--- src/rtl/quadrant_restore_if.sv ---
// Handshake bundle for the quadrant restore stage: reduced-angle input,
// trig-core request/response, and final signed sin/cos output.
interface quadrant_restore_if #(
  parameter int unsigned DATA_WIDTH = 64
);
  logic                  in_valid;
  logic                  in_ready;
  logic [DATA_WIDTH-1:0] in_angle;
  logic [1:0]            in_quadrant;

  logic                  core_req_valid;
  logic                  core_req_ready;
  logic [DATA_WIDTH-1:0] core_ref_angle;

  logic                  core_rsp_valid;
  logic                  core_rsp_ready;
  logic [DATA_WIDTH-1:0] core_rsp_sin;
  logic [DATA_WIDTH-1:0] core_rsp_cos;

  logic                  out_valid;
  logic                  out_ready;
  logic [DATA_WIDTH-1:0] out_sin;
  logic [DATA_WIDTH-1:0] out_cos;

  // Environment side: produces angles, plays the trig core, consumes results.
  modport master (
    output in_valid, in_angle, in_quadrant,
    input  in_ready,
    input  core_req_valid, core_ref_angle,
    output core_req_ready,
    output core_rsp_valid, core_rsp_sin, core_rsp_cos,
    input  core_rsp_ready,
    input  out_valid, out_sin, out_cos,
    output out_ready
  );

  // Block side.
  modport slave (
    input  in_valid, in_angle, in_quadrant,
    output in_ready,
    output core_req_valid, core_ref_angle,
    input  core_req_ready,
    input  core_rsp_valid, core_rsp_sin, core_rsp_cos,
    output core_rsp_ready,
    output out_valid, out_sin, out_cos,
    input  out_ready
  );
endinterface

--- src/rtl/quadrant_restore.sv ---
// Return path of range reduction: folds a reduced angle into the first
// quadrant for the trig core, remembers the quadrant in an in-order tag
// FIFO, and re-applies the quadrant signs to the core's sin/cos results.
module quadrant_restore #(
  parameter int unsigned DATA_WIDTH = 64,
  parameter int unsigned TAG_DEPTH  = 4
) (
  input  logic              clk,
  input  logic              reset,
  quadrant_restore_if.slave bus,
  output logic              busy,
  output logic              err_orphan
);

  localparam int unsigned PTR_W = (TAG_DEPTH > 1) ? $clog2(TAG_DEPTH) : 1;
  localparam int unsigned CNT_W = PTR_W + 1;
  localparam int unsigned MAG_W = DATA_WIDTH - 1;

  logic                  req_valid_q;
  logic [DATA_WIDTH-1:0] ref_angle_q;
  logic                  out_valid_q;
  logic [DATA_WIDTH-1:0] out_sin_q;
  logic [DATA_WIDTH-1:0] out_cos_q;
  logic                  err_orphan_q;

  logic [1:0]            tag_mem [TAG_DEPTH];
  logic [PTR_W-1:0]      wr_ptr_q;
  logic [PTR_W-1:0]      rd_ptr_q;
  logic [CNT_W-1:0]      tag_cnt_q;

  logic                  tag_full;
  logic                  tag_empty;
  logic                  in_fire;
  logic                  rsp_fire;
  logic                  tag_push;
  logic                  tag_pop;
  logic                  orphan;
  logic [1:0]            head_tag;
  logic                  sin_neg;
  logic                  cos_neg;
  logic [DATA_WIDTH-1:0] ref_angle_d;
  logic [DATA_WIDTH-1:0] sin_d;
  logic [DATA_WIDTH-1:0] cos_d;

  // Flip the sign bit on request, but never let a zero magnitude become -0.
  function automatic logic [DATA_WIDTH-1:0] apply_sign(
    input logic [DATA_WIDTH-1:0] v,
    input logic                  neg
  );
    logic [MAG_W-1:0] mag;
    mag = v[MAG_W-1:0];
    if (mag == '0) return '0;
    return {v[DATA_WIDTH-1] ^ neg, mag};
  endfunction

  assign tag_full  = (tag_cnt_q == CNT_W'(TAG_DEPTH));
  assign tag_empty = (tag_cnt_q == '0);

  assign bus.in_ready       = !tag_full && (!req_valid_q || bus.core_req_ready);
  assign bus.core_rsp_ready = tag_empty || !out_valid_q || bus.out_ready;

  assign in_fire  = bus.in_valid && bus.in_ready;
  assign rsp_fire = bus.core_rsp_valid && bus.core_rsp_ready;
  assign tag_push = in_fire;
  assign tag_pop  = rsp_fire && !tag_empty;
  assign orphan   = rsp_fire && tag_empty;

  // Quadrant 2/3 have negative sine, quadrant 1/2 negative cosine.
  assign head_tag = tag_mem[rd_ptr_q];
  assign sin_neg  = head_tag[1];
  assign cos_neg  = head_tag[1] ^ head_tag[0];
  assign sin_d    = apply_sign(bus.core_rsp_sin, sin_neg);
  assign cos_d    = apply_sign(bus.core_rsp_cos, cos_neg);

  // Fold the reduced angle to its first-quadrant reference; quadrant is trusted.
  always_comb begin
    ref_angle_d = bus.in_angle;
    case (bus.in_quadrant)
      2'd0:    ref_angle_d = bus.in_angle;
      2'd1:    ref_angle_d = DATA_WIDTH'(180) - bus.in_angle;
      2'd2:    ref_angle_d = bus.in_angle - DATA_WIDTH'(180);
      default: ref_angle_d = DATA_WIDTH'(360) - bus.in_angle;
    endcase
  end

  // Tag storage; contents are only read while the FIFO is non-empty.
  always_ff @(posedge clk) begin
    if (tag_push) tag_mem[wr_ptr_q] <= bus.in_quadrant;
  end

  // Request register, tag FIFO pointers, result register and orphan flag.
  always_ff @(posedge clk) begin
    if (reset) begin
      req_valid_q  <= 1'b0;
      ref_angle_q  <= '0;
      out_valid_q  <= 1'b0;
      out_sin_q    <= '0;
      out_cos_q    <= '0;
      err_orphan_q <= 1'b0;
      wr_ptr_q     <= '0;
      rd_ptr_q     <= '0;
      tag_cnt_q    <= '0;
    end else begin
      if (in_fire) begin
        req_valid_q <= 1'b1;
        ref_angle_q <= ref_angle_d;
      end else if (bus.core_req_ready) begin
        req_valid_q <= 1'b0;
      end

      if (tag_pop) begin
        out_valid_q <= 1'b1;
        out_sin_q   <= sin_d;
        out_cos_q   <= cos_d;
      end else if (bus.out_ready) begin
        out_valid_q <= 1'b0;
      end

      if (orphan) err_orphan_q <= 1'b1;

      if (tag_push) wr_ptr_q <= wr_ptr_q + PTR_W'(1);
      if (tag_pop)  rd_ptr_q <= rd_ptr_q + PTR_W'(1);
      case ({tag_push, tag_pop})
        2'b10:   tag_cnt_q <= tag_cnt_q + CNT_W'(1);
        2'b01:   tag_cnt_q <= tag_cnt_q - CNT_W'(1);
        default: tag_cnt_q <= tag_cnt_q;
      endcase
    end
  end

  assign bus.core_req_valid = req_valid_q;
  assign bus.core_ref_angle = ref_angle_q;
  assign bus.out_valid      = out_valid_q;
  assign bus.out_sin        = out_sin_q;
  assign bus.out_cos        = out_cos_q;
  assign err_orphan         = err_orphan_q;
  assign busy               = !tag_empty || req_valid_q || out_valid_q;

endmodule

--- src/flat_wrapper.sv ---
// flat-port wrapper written by rule: the top's interface ports become plain ports
module quadrant_restore_flat 
#(
  parameter int unsigned DATA_WIDTH = 64,
  parameter int unsigned TAG_DEPTH  = 4
)
  (clk, reset, busy, err_orphan, bus_in_valid, bus_in_angle, bus_in_quadrant, bus_in_ready, bus_core_req_valid, bus_core_ref_angle, bus_core_req_ready, bus_core_rsp_valid, bus_core_rsp_sin, bus_core_rsp_cos, bus_core_rsp_ready, bus_out_valid, bus_out_sin, bus_out_cos, bus_out_ready);
  quadrant_restore_if #(.DATA_WIDTH(DATA_WIDTH)) bus_i ();
  input  logic clk;
  input  logic reset;
  output logic busy;
  output logic err_orphan;
  input wire logic [$bits(bus_i.in_valid)-1:0] bus_in_valid;
  input wire logic [$bits(bus_i.in_angle)-1:0] bus_in_angle;
  input wire logic [$bits(bus_i.in_quadrant)-1:0] bus_in_quadrant;
  output wire logic [$bits(bus_i.in_ready)-1:0] bus_in_ready;
  output wire logic [$bits(bus_i.core_req_valid)-1:0] bus_core_req_valid;
  output wire logic [$bits(bus_i.core_ref_angle)-1:0] bus_core_ref_angle;
  input wire logic [$bits(bus_i.core_req_ready)-1:0] bus_core_req_ready;
  input wire logic [$bits(bus_i.core_rsp_valid)-1:0] bus_core_rsp_valid;
  input wire logic [$bits(bus_i.core_rsp_sin)-1:0] bus_core_rsp_sin;
  input wire logic [$bits(bus_i.core_rsp_cos)-1:0] bus_core_rsp_cos;
  output wire logic [$bits(bus_i.core_rsp_ready)-1:0] bus_core_rsp_ready;
  output wire logic [$bits(bus_i.out_valid)-1:0] bus_out_valid;
  output wire logic [$bits(bus_i.out_sin)-1:0] bus_out_sin;
  output wire logic [$bits(bus_i.out_cos)-1:0] bus_out_cos;
  input wire logic [$bits(bus_i.out_ready)-1:0] bus_out_ready;
  assign bus_i.in_valid = bus_in_valid;
  assign bus_i.in_angle = bus_in_angle;
  assign bus_i.in_quadrant = bus_in_quadrant;
  assign bus_in_ready = bus_i.in_ready;
  assign bus_core_req_valid = bus_i.core_req_valid;
  assign bus_core_ref_angle = bus_i.core_ref_angle;
  assign bus_i.core_req_ready = bus_core_req_ready;
  assign bus_i.core_rsp_valid = bus_core_rsp_valid;
  assign bus_i.core_rsp_sin = bus_core_rsp_sin;
  assign bus_i.core_rsp_cos = bus_core_rsp_cos;
  assign bus_core_rsp_ready = bus_i.core_rsp_ready;
  assign bus_out_valid = bus_i.out_valid;
  assign bus_out_sin = bus_i.out_sin;
  assign bus_out_cos = bus_i.out_cos;
  assign bus_i.out_ready = bus_out_ready;
  quadrant_restore #(.DATA_WIDTH(DATA_WIDTH), .TAG_DEPTH(TAG_DEPTH)) u_core (.clk(clk), .reset(reset), .bus(bus_i), .busy(busy), .err_orphan(err_orphan));
endmodule
--- config.mk ---
export PLATFORM = sky130hd
export DESIGN_NAME = quadrant_restore_flat
export DESIGN_NICKNAME = d
export VERILOG_FILES = /design/src/rtl/quadrant_restore_if.sv /design/src/rtl/quadrant_restore.sv /design/src/flat_wrapper.sv
export SDC_FILE = /design/constraint.sdc
export NUM_CORES = 1
export LEC_CHECK = 0
export ABC_AREA = 1
export CORE_UTILIZATION = 52
export CTS_BUF_LIST = sky130_fd_sc_hd__clkbuf_4 sky130_fd_sc_hd__clkbuf_8
export DETAILED_ROUTE_END_ITERATION = 10
export PLACE_DENSITY = 0.89
export SYNTH_ARGS = -nofsm -noshare
export SYNTH_HDL_FRONTEND = slang
export SYNTH_SLANG_ARGS = --single-unit
--- constraint.sdc ---
create_clock -name clk -period 4.7 [get_ports clk]
set_clock_uncertainty 0.05 [all_clocks]
set_input_delay 0.705 -clock clk [delete_from_list [all_inputs] [get_ports clk]]
set_output_delay 0.705 -clock clk [all_outputs]
set_load 0.02 [all_outputs]
==> run metrics <==
Slew HR=30.2%; # diodes=0; slowest cell delay on critical path=about 0.68 ns; dpl hpwl=37700 um; ys async rst share=0%; met1 wire length=roughly 20000 um; Critical Path Fanout Max=11; post-synthesis sequential area ratio=36.3%; crit end category=flip-flop; gr usage total=40.6%; WL/cell=about 19 um; setup TNS=0 ns; first-pass GRT wire length=74600 um; CP Buf/Inv Count=3; max cap viols=0; CTS tree=yes; Most common cell on crit path=nand2_1; Reg clk slew, reported paths=approximately 0.060 ns; CP arrival=3.53 ns; Setup Fix Bufs, Post-CTS=0; detailed-route via count=~15000; PortBufs=397; I/O pin cnt=roughly 400; slowest CP cell=clkdlybuf4s50_1; met3 wire length=just under 5000 um; htree depth=2; post-synth cell types=46; syn_nets=about 2100; # hold bufs at CTS=0; Pwr Density=433 nW/um2; Fmax=~0.32 GHz; hold crit path type=primary input to flip-flop; Worst Setup Start Kind=primary input; CTS Buf Count=38; clk buf depth=3; status=finished clean; worst skew pair latency=0.56 ns; vias per cell=5.71; num rows=55; Resized Gates After CTS=0; crit-path leading delay family=buffers and inverters; largest net degree at the start of global routing=97; fin crit share=67.5%; Die ar.=roughly 24000 um2; CP required=slightly above 5 ns; max layer used=met4; vias in the first global route=13800; worst slew pin tran=1.05 ns; Total Power=roughly 7300 uW; grt ovf=0; Yosys reg bits=~210; Placed Cells=2499; RD Place Congestion=1.06; Synthesis Warnings=0; Detail Route Antenna Nets=0; Synth Cell Area=11900 um2; WL final=49500 um; Max IR drop VDD=roughly 0.38 mV; area grow syn2layout=40.7%; Pleak=0.00705 uW; DRT Pass-1 Iters=5; Post-synth EDFFs=8; final setup vio count=0; Final Hold Fails=0; Clock Sinks=212; Final Max Slew Viols=0; met2 wire len=approximately 22000 um; ys flop type=dfxtp_1; die height=153 um; Starting Density=52.8%; Iter 0 DRT Violations=1636; initial antenna violation count=0; Post-Syn Instances=1885; layout cell share with drive strength beyond 1=5.10%; chip width=approximately 150 um; nets=2465; Core ar.=22600 um2; syn_area_per_cell=6.32 um2; Final Critical Period=3.17 ns; critical-path cell list=clkdlybuf4s50_1, inv_8, nand2_8, ha_1, a31oi_1, inv_1, nand2_1, nand2_1, nand2_1, nand3_1, nand2_1, xnor2_1, a21oi_1; RSZ-0062 raised after global routing=no; Non-Filler Instances=2559; Remaining DRCs=0; critical path type=primary input to flip-flop; CTS root buffer=clkbuf_8
-- through the flow --
| stage | instance area (um2) | setup WS, ns | util [%] | hold WS [ns] |
|---|---|---|---|---|
| after detailed placement | 16000 | 1.01 | 71.0 | 0.405 |
| after global routing | 16800 | 1.30 | 74.3 | 0.410 |
| after floorplan | 11900 | 1.91 | - | 0.386 |
| after CTS | 16800 | 1.56 | 74.3 | 0.385 |
| final | 16800 | 1.53 | 74.3 | 0.399 |
| after global placement | 16000 | 1.10 | 71.0 | 0.401 |
-- power by group --
part	internal [uW]	leakage, uW	switching [uW]	total (uW)
logic	1200	0.00491	1820	3030
registers	2230	0.00175	248	2480
clock network	980	0.000393	774	1750
-- worst register-to-register path: cells and delay by family, from the launching register on --
family,cells,cell delay [ns]
buffers and inverters,3,1.14
AND/OR/NAND/NOR,2,0.58
AO/OA/AOI/OAI,3,0.38
flip-flops,1,0.33
-- logic make-up (layout without fill, tap and decap cells) --
group	Yosys count	in the layout	share of synthesized area, %
adders and majority gates	11	11	1.22
and+or+nand+nor	1006	1006	36.0
AOI/OAI and AO/OA	349	349	15.5
xor gates and xnor gates	20	20	1.47
buffers and inverters	284	673	9.27
muxes	3	3	0.252
DFF	212	212	36.3
-- cell type report --
cell class	count	area [um2]
Sequential cell	212	4320
Clock inverter	5	58.8
Inverter	204	777
Timing Repair Buffer	409	4070
Fill cell	1766	5810
Tap cell	285	357
Clock buffer	55	682
Multi-Input combinational cell	1389	6500
-- worst paths after layout --
kind / startpoint / end / slack (ns) / cells after the start
min reg2reg: u_core.bus.out_cos[23]$_SDFFE_PP0P_ / u_core.bus.out_cos[23]$_SDFFE_PP0P_ / 0.41 / 2
min: reset / u_core.bus.out_cos[9]$_SDFFE_PP0P_ / 0.40 / 2
max: bus_in_quadrant[1] / u_core.bus.core_ref_angle[19]$_SDFFE_PP0P_ / 1.53 / 13
max reg2reg: u_core.bus.core_req_valid$_SDFFE_PP0P_ / u_core.bus.core_ref_angle[53]$_SDFFE_PP0P_ / 2.11 / 8
-- cells in the mapped netlist, types with 8 or more instances --
| cell | count | area share [%] |
|---|---|---|
| nand2_1 | 557 | 18 |
| nor2_1 | 215 | 6.8 |
| dfxtp_1 | 204 | 34 |
| inv_1 | 196 | 6.2 |
| a21oi_1 | 190 | 8.0 |
| nand3_1 | 112 | 4.7 |
| o21ai_0 | 110 | 4.6 |
| clkbuf_1 | 64 | 2.0 |
| nand4_1 | 57 | 3.0 |
| o21a_1 | 23 | 1.4 |
| nor3_1 | 13 | 0.55 |
| nor4_1 | 13 | 0.68 |
| xnor2_1 | 12 | 0.88 |
| ha_1 | 10 | 1.1 |
| edfxtp_1 | 8 | 2.0 |
| nand2_2 | 8 | 0.42 |
| nand3b_1 | 8 | 0.50 |
| xor2_1 | 8 | 0.59 |
-- registers in the layout (all words and copies together) (netlist names), named ones only --
signal                     cells
u_core.wr_ptr_q                2
u_core.bus.core_req_valid      1
u_core.bus.out_cos            64
u_core.tag_cnt_q               3
u_core.bus.out_valid           1
u_core.tag_mem                 8
u_core.rd_ptr_q                2
u_core.bus.core_ref_angle     64
u_core.bus.out_sin            64
u_core.err_orphan              1
-- routing by layer --
layer / track usage [%] / vias to the layer above
met3: 8.87 / 178
met5: 0 / -
met4: 23.4 / 0
li1: - / 6839
met1: 50.3 / 6730
met2: 65.2 / 855
-- layout by cell type (no fill, tap or decap), types with 8 or more instances in the layout --
master / instances
nand4_1: 57
xor2_1: 8
inv_1: 194
nor2_1: 215
clkbuf_8: 43
nand3b_1: 8
a21oi_1: 190
nand3_1: 111
edfxtp_1: 8
buf_4: 12
ha_1: 10
nand2_2: 8
xnor2_1: 12
dfxtp_1: 204
clkdlybuf4s50_1: 395
clkbuf_4: 12
o21ai_0: 110
o21a_1: 23
nor3_1: 13
nand2_1: 557
nor4_1: 13
No activity file was read; power rests on OpenSTA's default activity.
